==> src/rtl/riscv_pkg.sv <==
// Shared core types: XLEN, canonical NOP and the fetch packet
// that travels from IF to ID.
package riscv_pkg;

    localparam int XLEN = 32;
    localparam logic [31:0] NOP_INSTR = 32'h0000_0013;

    typedef struct packed {
        logic [XLEN-1:0] pc;
        logic [31:0]     instr;
    } fetch_pkt_t;

endpackage

==> src/rtl/if_id_queue.sv <==
// IF->ID instruction queue: in-order FIFO of fetch packets,
// emptied on reset or control-flow redirect.
module if_id_queue #(
    parameter int DEPTH = 4,
    parameter int XLEN  = riscv_pkg::XLEN
) (
    input  logic                       clk,
    input  logic                       reset,
    input  logic                       flush,
    input  logic                       in_valid,
    output logic                       in_ready,
    input  logic [XLEN-1:0]            in_pc,
    input  logic [31:0]                in_instr,
    output logic                       out_valid,
    input  logic                       out_ready,
    output logic [XLEN-1:0]            out_pc,
    output logic [31:0]                out_instr,
    output logic [$clog2(DEPTH):0]     count
);
    import riscv_pkg::*;

    localparam int AW = $clog2(DEPTH);
    localparam int CW = AW + 1;

    fetch_pkt_t      mem_q [DEPTH];
    logic [AW-1:0]   wr_q, wr_d;
    logic [AW-1:0]   rd_q, rd_d;
    logic [CW-1:0]   cnt_q, cnt_d;
    logic            push, pop;
    fetch_pkt_t      head;

    assign in_ready  = (cnt_q != CW'(DEPTH));
    assign out_valid = (cnt_q != '0);
    assign push      = in_valid & in_ready;
    assign pop       = out_valid & out_ready;
    assign count     = cnt_q;
    assign head      = mem_q[rd_q];

    // Empty queue drives a NOP so decode never sees stale storage
    assign out_pc    = out_valid ? head.pc    : '0;
    assign out_instr = out_valid ? head.instr : NOP_INSTR;

    always_comb begin
        wr_d  = wr_q;
        rd_d  = rd_q;
        cnt_d = cnt_q;
        if (flush) begin
            wr_d  = '0;
            rd_d  = '0;
            cnt_d = '0;
        end else begin
            if (push) wr_d = wr_q + AW'(1);
            if (pop)  rd_d = rd_q + AW'(1);
            if (push && !pop) cnt_d = cnt_q + CW'(1);
            if (pop && !push) cnt_d = cnt_q - CW'(1);
        end
    end

    always_ff @(posedge clk) begin
        if (reset) begin
            wr_q  <= '0;
            rd_q  <= '0;
            cnt_q <= '0;
        end else begin
            wr_q  <= wr_d;
            rd_q  <= rd_d;
            cnt_q <= cnt_d;
        end
    end

    always_ff @(posedge clk) begin
        if (!reset && !flush && push) begin
            mem_q[wr_q] <= '{pc: in_pc, instr: in_instr};
        end
    end

endmodule

==> config.mk <==
export PLATFORM = sky130hd
export DESIGN_NAME = if_id_queue
export DESIGN_NICKNAME = d
export VERILOG_FILES = /design/src/rtl/riscv_pkg.sv /design/src/rtl/if_id_queue.sv
export SDC_FILE = /design/constraint.sdc
export NUM_CORES = 1
export LEC_CHECK = 0
export CORE_MARGIN = 2
export CORE_UTILIZATION = 45
export CTS_CLUSTER_DIAMETER = 150
export DETAILED_ROUTE_END_ITERATION = 10
export DONT_BUFFER_PORTS = 1
export PLACE_DENSITY = 0.67
export SKIP_CTS_REPAIR_TIMING = 1
export SYNTH_ARGS = -nofsm -noshare
export SYNTH_HDL_FRONTEND = slang
export SYNTH_SLANG_ARGS = --single-unit
==> constraint.sdc <==
create_clock -name clk -period 2.7 [get_ports clk]
set_input_delay 0.54 -clock clk [delete_from_list [all_inputs] [get_ports clk]]
set_output_delay 0.54 -clock clk [all_outputs]
set_load 0.005 [all_outputs]
======== Word-level counts from Yosys, hierarchy flattened ========
Memory sizes are Yosys's and may differ from the RTL's. A register that Yosys moved wholly into a read port is not among the register bits.
Index checks and enable logic that the tools add are counted.
cells by class
  $add $sub $neg .......................... 4
  equality and inequality tests ........... 1
  multiplexer cells ....................... 8
  bitwise gates (word level) .............. 2
  reductions and logical operators ........ 11
operator list
  operator             number
  $mux 32              2
  $mux 3               2
  $add 2x1->2 const B  2
  $logic_and 1x1->1    4
  $logic_not 1->1      4
  $mux 2               2
  $add 3x1->3 const B  1
  $ne 3x3->1 const B   1
  $reduce_bool 3->1    1
  $sub 3x1->3 const B  1
  $and 1x1->1          2
  $mux 1               2
  $reduce_bool 2->1    1
  $reduce_or 2->1      1
word-level totals
  bits in registers ....................... 7
  RAM bits ................................ 256
  input port bits ......................... 69
  output and inout bits ................... 69
  logic and storage cells ................. 30
  memories ................................ 1
memory list
  memory  depth  width  read ports  clocked after Yosys merged registers in  wr ports  RTL line           text
  mem_q   4      64     1           1                                        1         if_id_queue.sv:25  fetch_pkt_t mem_q [DEPTH];

======== Longest topological paths before layout ========
Gate-level depths: netlist (run 1).
  depth in word-level cells ............... 6
  gate-level depth with buffers ........... 10
  depth with buffers taken out ............ 9

======== Worst setup path before layout (run 1) ========
Ideal clock, no wire load.
  path type ............................... in2reg
  from .................................... input port flush
  to ...................................... memory mem_q[0][0] in the netlist's numbering, enable pin
  setup time .............................. 429 ps
  arrival time ............................ 2451 ps
  data required time ...................... 2271 ps
  slack ................................... -180 ps
  stages .................................. 2
  path buffers ............................ 0
  cell sequence ........................... nor2_1 and3_1
on the way
  longest elaborated chain between the ends .. 5
RTL lines
  what                            RTL line           text
  start, declared                 if_id_queue.sv:9   input logic flush,
  $logic_not 1->1                 if_id_queue.sv:72  if (!reset && !flush && push) begin
  $logic_and 1x1->1 (2 in a row)  if_id_queue.sv:72
  $mux 1                          if_id_queue.sv:72
  $mux 1 (implied by the code)    if_id_queue.sv:73  mem_q[wr_q] <= '{pc: in_pc, instr: in_instr};
  end, declared                   if_id_queue.sv:25
No other way between the ends.

==> results of run 1 <==
metal layers:
metal	wire, µm	share of wire, %	track usage, %	vias up
met1	6900	38	17.9	2296
li1	-	-	-	1891
met3	1440	8.0	5.49	33
met4	469	2.6	4.14	0
met2	9230	51	27.5	137
met5	0	0	0	-
worst register-to-register path, stage by stage (launching register included):
cell and delay [ns]:
dfxtp_1 0.37, or3b_4 0.45, and2_4 0.20, inv_1 0.06, ha_1 0.17, inv_1 0.06, fa_1 0.38, xor2_1 0.18
or3_2 0.43, a21oi_1 0.15
synthesized netlist by cell type (2+ instances only):
cell	number	area, µm²
nor2_1	4	15.0
buf_6	8	90.1
and3_1	4	25.0
buf_2	6	30.0
a21oi_1	3	15.0
inv_1	6	22.5
o21ai_0	4	20.0
edfxtp_1	256	7690
xor2_1	2	17.5
dfxtp_1	9	180
or2_1	4	25.0
nand2_1	4	15.0
mux4_2	64	1440
and2_1	62	388
clkbuf_1	6	22.5
ha_1	5	62.6
path summary, 6_finish.rpt:
check	startpoint	endpoint	slack, ns	cells past startpoint
setup / recovery	flop	out_instr[1]	0.11	3
hold / removal	in_pc[7]	mem_q[1][39]	0.11	0
setup reg to reg	count[1]	count[2]	0.17	9
hold reg to reg	rd_q[0]	rd_q[0]	0.50	2
registers in the layout (all words and copies together), names as in the netlist, named ones only:
signal	count
wr_q	2
rd_q	2
mem_q	256
count	3
final cells by class:
class                           count  area share [%]
Inverter                            7           0.231
Clock buffer                       30            6.03
Tap cell                          280            3.08
Multi-Input combinational cell    166            18.9
Clock inverter                     15            1.04
Sequential cell                   265            69.2
Timing Repair Buffer               12            1.56
logic make-up after synthesis:
family | synth area share [%]
simple gates | 5.18
fa+ha+maj | 0.812
mux | 14.3
buf+inv | 1.71
flops | 77.4
xor+xnor | 0.172
compound gates | 0.468
through the flow:
| stage | power (mW) | hold slack [ns] | instances | worst slack (ns) |
|---|---|---|---|---|
| after floorplan | 4.83 | 0.459 | 459 | 0.280 |
| after global placement | 4.88 | 0.458 | 730 | 0.294 |
| after detailed placement | 4.89 | 0.484 | 730 | 0.173 |
| after CTS | 8.31 | 0.0809 | 775 | 0.0434 |
| after global routing | 8.46 | 0.0797 | 775 | 0.00517 |
| final | 8.20 | 0.107 | 775 | 0.112 |
placed cells by master, fill, tap and decap left out, drive strengths merged, types with 2 or more instances in the layout:
master | netlist | layout
inv | 7 | 7
clkinv | 0 | 12
bufinv | 0 | 2
edfxtp | 256 | 256
and3 | 4 | 4
dfxtp | 9 | 9
clkbuf | 7 | 30
mux4 | 64 | 64
a21oi | 3 | 3
and2 | 63 | 63
or3 | 2 | 2
nor2 | 4 | 4
buf | 14 | 12
o21ai | 4 | 4
ha | 5 | 5
or2 | 4 | 4
nand2 | 4 | 4
xor2 | 2 | 2
power breakdown:
part	internal (mW)	leakage (nW)	switching [mW]
combinational	0.0991	0.713	0.133
clock	1.99	0.395	1.41
sequential	4.55	2.39	0.0125
total	6.65	3.50	1.55
==> results.md, run 1 <==
- Layout cell share with drive strength beyond 1: 25.1%
- Final WL: 18.0 mm
- Worst EP required: 2.16 ns
- Sequential Area: 7880 µm²
- Slowest CP cell: mux4_2
- Top Ports: 138
- Fillers: 1739
- FP Rows: 54
- Post-synth top flop: edfxtp_1
- Clk buf depth: 3
- Vias: 4357
- Rel. slew slack: 59.6%
- HPWL after DPL: 10.3 mm
- Die Span X: 154 µm
- Final Setup Violations: 0
- GP Congestion: 0.776
- Starting Density: 46.2%
- # clock sinks: 265
- Design Area, Final: 11400 µm²
- Root buffer cell: clkbuf_16
- Dpl cell area: 10600 µm²
- Tightest Pin Transition: 0.606 ns
- Tmin final: 2.59 ns
- Wire length per cell: 23.3 µm
- Post-synthesis async set-or-reset flop share: 0%
- WP data arrival: 2.05 ns
- Final core utilization: 51.7%
- Layout area overhead: 11.9%
- H-tree Lvls: 1
- Register area share after synthesis: 77.4%
- Number of global-route vias before repair: 4835
- Synth Net Count: 534
- Core Area: 22000 µm²
- Routed Antenna Nets: 0
- PwrDens: 720 nW/µm²
- Largest net degree at the start of global routing: 65
- Antenna diode count: 0
- First drt pass iteration count: 4
- Crit path max fanout: 43
- CP peak stage delay: 0.58 ns
- EDFF count, synth: 256
- Post-Syn Instances: 459
- First-pass GRT wire length: 27.9 mm
- CTS tree: done
- Synth warn: 0
- Setup TNS Final: 0 ns
- Crit path kind: reg2out
- Mapped Area: 10200 µm²
- Final Net Count: 553
- Max Clk Rate: 0.386 GHz
- Antenna violations before repair: 0
- Avg Inst Size Synth: 22.2 µm²
- #FFs+latches synth: 265
- Tightest Hold Check Type: in2reg
- Final Cycle Share: 95.9%
- Die H: 154 µm
- Clock-pin slew on the worst setup and hold paths: 0.06 ns
- Final setup skew: 0.0113 ns
- Cell variety after synth: 28
- Critical path's top delay family: multiplexers
- Max-cap viol count: 0
- Leakage Power: 3.50 nW
- Run status: completed
- Clock latency on the worst-skew pair: 0.52 ns
- CP startpoint kind: flop
- Drt first-iter violations: 192
- Final Hold Vio Count: 0
- RSZ-0062 raised after global routing: false
- PortBufs: 0
- Gr usage total: 15.5%
- Vias/cell: 5.62
- Max-slew violations: 0
- Crit-path cells: buf_12 -> mux4_2 -> or2_1
- Die area: 23800 µm²
- Max IR drop VDD: 498 µV
- Setup crit end kind: output pin
- Grt ovf: 0
- Worst Path Buf+Inv: 1
- TritonCTS Buffers: 26
- Area occupied by multi-input gates: 2150 µm²
- DRC Markers: 0
Power figures use the tool's default switching activity.
==> inputs of run 2 (changes only) <==
--- a/config.mk
+++ b/config.mk
@@ -11,6 +11,7 @@
 export DETAILED_ROUTE_END_ITERATION = 10
 export DONT_BUFFER_PORTS = 1
 export PLACE_DENSITY = 0.67
+export SETUP_SLACK_MARGIN = 0.2
 export SKIP_CTS_REPAIR_TIMING = 1
 export SYNTH_ARGS = -nofsm -noshare
 export SYNTH_HDL_FRONTEND = slang
==> constraint.sdc (replaced) <==
create_clock -name clk -period 2.2 [get_ports clk]
set_input_delay 0.44 -clock clk [delete_from_list [all_inputs] [get_ports clk]]
set_output_delay 0.44 -clock clk [all_outputs]
set_load 0.005 [all_outputs]
==> results.md, run 2 (synthesized netlist as in run 1, its figures left out) <==
- Run status: finished with violations (was completed)
- Failing checks: setup timing
- Vias/cell: 5.49 (was 5.62)
- Starting Density: 46.2% (unchanged)
- Layout cell share with drive strength beyond 1: 32.8% (was 25.1%)
- Drt first-iter violations: 235 (was 192)
- WP data arrival: 1.93 ns (was 2.05 ns)
- Core Area: 22000 µm² (unchanged)
- First drt pass iteration count: 4 (unchanged)
- TritonCTS Buffers: 27 (was 26)
- Final Net Count: 643 (was 553)
- Leakage Power: 4.06 nW (was 3.50 nW)
- Routed Antenna Nets: 0 (unchanged)
- PwrDens: 848 nW/µm² (was 720 nW/µm²)
- Crit path kind: reg2out (unchanged)
- Wire length per cell: 23.5 µm (was 23.3 µm)
- DRC Markers: 0 (unchanged)
- Commonest non-fill, non-tap cell in the layout: edfxtp_1 (unchanged)
- Largest net degree at the start of global routing: 64 (was 65)
- Setup crit end kind: output pin (unchanged)
- Root buffer cell: clkbuf_16 (unchanged)
- First-pass GRT wire length: 28.2 mm (was 27.9 mm)
- Final Setup Violations: 65 (was 0)
- HPWL after DPL: 10.7 mm (was 10.3 mm)
- Layout area overhead: 24.5% (was 11.9%)
- Grt ovf: 0 (unchanged)
- Final Cycle Share: 108%
- Setup TNS Final: -7.69 ns (was 0 ns)
- Top reg by flops: mem_q (unchanged)
- Tightest Hold Check Type: in2reg (unchanged)
- Die area: 23800 µm² (unchanged)
- Final setup skew: 0.00844 ns (was 0.0113 ns)
- PortBufs: 0 (unchanged)
- Clock latency on the worst-skew pair: 0.53 ns (was 0.52 ns)
- Tmin final: 2.37 ns
- Gr usage total: 15.5% (about the same)
- Fillers: 1622 (was 1739)
- Worst Reg-to-Reg Cells: 9 (unchanged)
- Number of global-route vias before repair: 4794 (was 4835)
- Max IR drop VDD: 617 µV (was 498 µV)
- Worst EP required: 1.76 ns (was 2.16 ns)
- # clock sinks: 265 (unchanged)
- Final WL: 20.4 mm (was 18.0 mm)
- H-tree Lvls: 1 (unchanged)
- RSZ-0062 raised after global routing: true (was false)
- Crit path max fanout: 6 (was 43)
- Max-cap viol count: 0 (unchanged)
- Antenna diode count: 0 (unchanged)
- GP Congestion: 0.772 (was 0.776)
- Tightest Pin Transition: 0.373 ns (was 0.606 ns)
- Most frequent cells in the layout: edfxtp_1 (256), mux4_2 (64), dlygate4sd3_1 (64), and2_1 (36), clkbuf_16 (35) (was edfxtp_1 (256), mux4_2 (64), and2_1 (62), clkbuf_16 (27))
- Final Hold Vio Count: 0 (unchanged)
- Max reg flops: 256 (unchanged)
- Max Clk Rate: 0.421 GHz
- Rel. slew slack: 75.2% (was 59.6%)
- Setup slack after layout: -0.174 ns (was 0.112 ns)
- CP startpoint kind: flop (unchanged)
- CTS tree: done (unchanged)
- Vias: 4769 (was 4357)
- Top Ports: 138 (unchanged)
- Pre-CTS setup slack: -0.0123 ns (was 0.173 ns)
- Hold depth: 2 (was 0)
- Non-filler cells, final: 869 (was 775)
- Die Span X: 154 µm (unchanged)
- Clock-pin slew on the worst setup and hold paths: 0.06 ns (about the same)
- FP Rows: 54 (unchanged)
- Antenna violations before repair: 0 (unchanged)
- Clk buf depth: 3 (unchanged)
- Die H: 154 µm (unchanged)
- Max-slew violations: 0 (unchanged)
- Post-Place Cells: 740 (was 730)
==> run 2: changes by cell type in the layout (fill, tap and decap cells not counted), sizes merged <==
| cell | before | now |
|---|---|---|
| clkinvlp | 1 | 2 |
| buf | 12 | 29 |
| dlygate4sd3 | 0 | 64 |
| clkbuf | 30 | 38 |
| bufinv | 2 | 4 |
| inv | 7 | 8 |
| clkinv | 12 | 13 |
==> run 2: cell type report <==
type	count	area (µm²)	area share, %
flip-flops and latches	265	7880	62.3
well taps	280	350	2.77
multi-input cells	166	2250	17.8
inverters	7	31.3	0.247
clock buffers	30	687	5.43
repair buffers	101	1240	9.83
clock inverters	20	213	1.68
==> run 2: final timing paths <==
path / startpoint / to / slack (ns)
worst max register to register: count[0] / count[2] / 0
worst min register to register: wr_q[0] / wr_q[0] / 0.50
worst min-delay path: in_valid / wr_q[1] / 0.11
worst max-delay path: flop / out_pc[8] / -0.17
==> run 2: through the flow <==
stage          utilization (%)  instance area, µm²  hold WS, ns  total power, mW
6_report                  57.5               12700        0.114             10.7
4_1_cts                   52.8               11600      -0.0227             10.6
3_3_place_gp              48.7               10700        0.459             6.02
2_1_floorplan                -               10200        0.459             5.93
3_5_place_dp              48.7               10700        0.489             6.03
5_1_grt                   57.5               12700        0.115             11.1
==> run 2: critical path, cell delays in order (launching register included) <==
cell and delay (ns):
dfxtp_4 0.37, buf_6 0.16, clkbuf_16 0.18, mux4_2 0.49, and2_1 0.21
==> run 2: routing by layer <==
layer  routed length [µm]  share of wire (%)  global-route usage, %  vias up
met5                    0                  0                      0        -
met4                  686                3.4                   4.98        0
met3                  996                4.9                   4.46       39
met2                10200                 50                   27.9      151
met1                 8480                 42                   17.9     2503
li1                     -                  -                      -     2076
==> run 2: report_power, final <==
part	internal (mW)	switching (mW)	total, mW
logic	0.281	0.272	0.554
registers	5.59	0.0154	5.60
clock network	2.73	1.86	4.58
==> inputs of run 3 (changes only) <==
--- a/config.mk
+++ b/config.mk
@@ -11,6 +11,7 @@
 export DETAILED_ROUTE_END_ITERATION = 10
 export DONT_BUFFER_PORTS = 1
 export PLACE_DENSITY = 0.67
+export REMOVE_ABC_BUFFERS = 1
 export SETUP_SLACK_MARGIN = 0.2
 export SKIP_CTS_REPAIR_TIMING = 1
 export SYNTH_ARGS = -nofsm -noshare
==> results.md, run 3 (synthesized netlist as in run 1, its figures left out) <==
- Wire length per cell: 22.4 µm (was 23.5 µm)
- Hold Crit Start: in_valid (unchanged)
- Die area: 23800 µm² (unchanged)
- FP Rows: 54 (unchanged)
- Worst min-delay path endpoint: wr_q[1] (unchanged)
- First-pass GRT wire length: 27.9 mm (was 28.2 mm)
- Tightest Pin Transition: 0.420 ns (was 0.373 ns)
- Tmin final: 2.38 ns (was 2.37 ns)
- Failing checks: setup timing (unchanged)
- Drt first-iter violations: 250 (was 235)
- Starting Density: 46.2% (unchanged)
- Final core utilization: 58.0% (was 57.5%)
- Largest net degree at the start of global routing: 65 (was 64)
- HPWL after DPL: 10.2 mm (was 10.7 mm)
- Psw: 2.11 mW (was 2.15 mW)
- Pre-CTS setup slack: -0.158 ns (was -0.0123 ns)
- RR Endpoint: count[2] (unchanged)
- Crit path max fanout: 9 (was 6)
- Setup crit end kind: output pin (unchanged)
- Critical R2R Launch: count[1] (was count[0])
- Top reg by flops: mem_q (unchanged)
- Max-cap viol count: 0 (unchanged)
- PortBufs: 0 (unchanged)
- RSZ-0062 raised after global routing: true (unchanged)
- Hold depth: 2 (unchanged)
- Cell Int Power: 8.87 mW (was 8.59 mW)
- Worst Path Buf+Inv: 2 (unchanged)
- Reg power frac: 51.0% (was 52.2%)
- Die H: 154 µm (unchanged)
- Final Setup Violations: 65 (unchanged)
- Final Hold Vio Count: 0 (unchanged)
- Rel. slew slack: 72.0% (was 75.2%)
- Core Area: 22000 µm² (unchanged)
- Setup slack after layout: -0.184 ns (was -0.174 ns)
- CTS tree: done (unchanged)
- Antenna diode count: 0 (unchanged)
- Layout cell share with drive strength beyond 1: 37.9% (was 32.8%)
- GP Congestion: 0.767 (was 0.772)
- DR WL met3: 1.22 mm (was 996 µm)
- Max Clk Rate: 0.420 GHz (was 0.421 GHz)
- First drt pass iteration count: 6 (was 4)
- Clock-pin slew on the worst setup and hold paths: 0.06 ns (about the same)
- Final Cycle Share: 108% (about the same)
- CP startpoint kind: flop (unchanged)
- CP peak stage delay: 0.53 ns (was 0.49 ns)
- Met1 Wirelength: 8.04 mm (was 8.48 mm)
- Leakage Power: 4.11 nW (was 4.06 nW)
- Layout area overhead: 25.7% (was 24.5%)
- Worst hold slack: 0.117 ns (was 0.114 ns)
- Gr usage total: 15.2% (was 15.5%)
- Number of global-route vias before repair: 4838 (was 4794)
- Vias: 4734 (was 4769)
- Max IR drop VDD: 772 µV (was 617 µV)
- Root buffer cell: clkbuf_16 (unchanged)
- Metal2 WL: 9.93 mm (was 10.2 mm)
- Top Layer Used: met4 (unchanged)
- Die Span X: 154 µm (unchanged)
- Clock latency on the worst-skew pair: 0.53 ns (about the same)
- Slowest CP cell: mux4_2 (unchanged)
- PwrDens: 860 nW/µm² (was 848 nW/µm²)
- DRC Markers: 0 (unchanged)
- TritonCTS Buffers: 28 (was 27)
- Final WL: 19.5 mm (was 20.4 mm)
- Crit path kind: reg2out (unchanged)
- Final setup skew: 0.0107 ns (was 0.00844 ns)
- Design Area, Final: 12800 µm² (was 12700 µm²)
- Tightest Hold Check Type: in2reg (unchanged)
- Clk buf depth: 3 (unchanged)
- H-tree Lvls: 1 (unchanged)
- Worst EP required: 1.76 ns (about the same)
- Commonest non-fill, non-tap cell in the layout: edfxtp_1 (unchanged)
- # clock sinks: 265 (unchanged)
- Power share of the combinational group: 5.1% (was 5.2%)
- Antenna violations before repair: 0 (unchanged)
- Max-slew violations: 0 (unchanged)
- R2R Setup Slk: -0.01 ns (was 0 ns)
- Most frequent cells in the layout: edfxtp_1 (256), mux4_2 (64), dlygate4sd3_1 (64), and2_4 (62), clkbuf_16 (33) (was edfxtp_1 (256), mux4_2 (64), dlygate4sd3_1 (64), and2_1 (36), clkbuf_16 (35))
- Final Net Count: 642 (was 643)
- Routed Antenna Nets: 0 (unchanged)
- Top Ports: 138 (unchanged)
- Max reg flops: 256 (unchanged)
- Worst Reg-to-Reg Cells: 9 (unchanged)
- Critical path's top delay family: multiplexers (unchanged)
- Run status: finished with violations (unchanged)
- Grt ovf: 0 (unchanged)
- Switch share: 19.2% (was 20.0%)
- Crit-path cells: buf_4 -> buf_16 -> mux4_2 -> and2_4 (was buf_6 -> clkbuf_16 -> mux4_2 -> and2_1)
- Power, Total: 11.0 mW (was 10.7 mW)
- WP data arrival: 1.94 ns (was 1.93 ns)
- Dpl cell area: 10700 µm² (about the same)
- Vias/cell: 5.45 (was 5.49)
- Clock share of power: 43.9% (was 42.7%)
## run 3: power by group through the flow
stage | logic (mW) | registers [mW] | clock network, mW
final | 0.559 | 5.60 | 4.83
after global placement | 0.308 | 5.70 | 0
after floorplan | 0.193 | 5.73 | 0
after detailed placement | 0.312 | 5.71 | 0
after global routing | 0.606 | 5.60 | 5.14
after CTS | 0.315 | 5.60 | 4.93
## run 3: worst max-delay path by stage
stage / slack, ns / end / start / cells after the start
finish: -0.18 / out_pc[1] / flop / 4
global route: -0.26 / out_instr[4] / flop / 4
detailed placement: -0.16 / count[2] / count[2] / 9
global placement: -0.007 / count[2] / count[1] / 9
CTS: -0.25 / out_instr[4] / flop / 3
floorplan: -1.83 / out_instr[0] / flop / 2
## run 3: per-layer routing
metal	vias up	global-route usage [%]
li1	2087	-
met1	2487	18.1
met2	132	26.9
met3	28	5.16
met4	0	3.84
met5	-	0
## run 3: worst reg2reg max path, cell delays in order (launching register included)
cell and delay (ns):
dfxtp_2 0.32, or3b_4 0.39, and2_4 0.16, inv_4 0.06, ha_4 0.14, inv_2 0.04, fa_2 0.41, xor2_2 0.17
or3_4 0.33, a21oi_2 0.12
## run 3: per-stage QoR
step	setup TNS, ns	std cells
floorplan	-263.00	438
global placement	-0.00700	740
detailed placement	-0.158	740
CTS	-13.67	792
global route	-13.50	869
finish	-9.13	869
## run 3: final cells by class
class | instances | area (µm²)
Inverter | 7 | 28.8
Sequential cell | 265 | 7880
Tap cell | 280 | 350
Fill cell | 1598 | 9250
Timing Repair Buffer | 99 | 1220
Clock inverter | 19 | 224
Clock buffer | 33 | 741
Multi-Input combinational cell | 166 | 2340
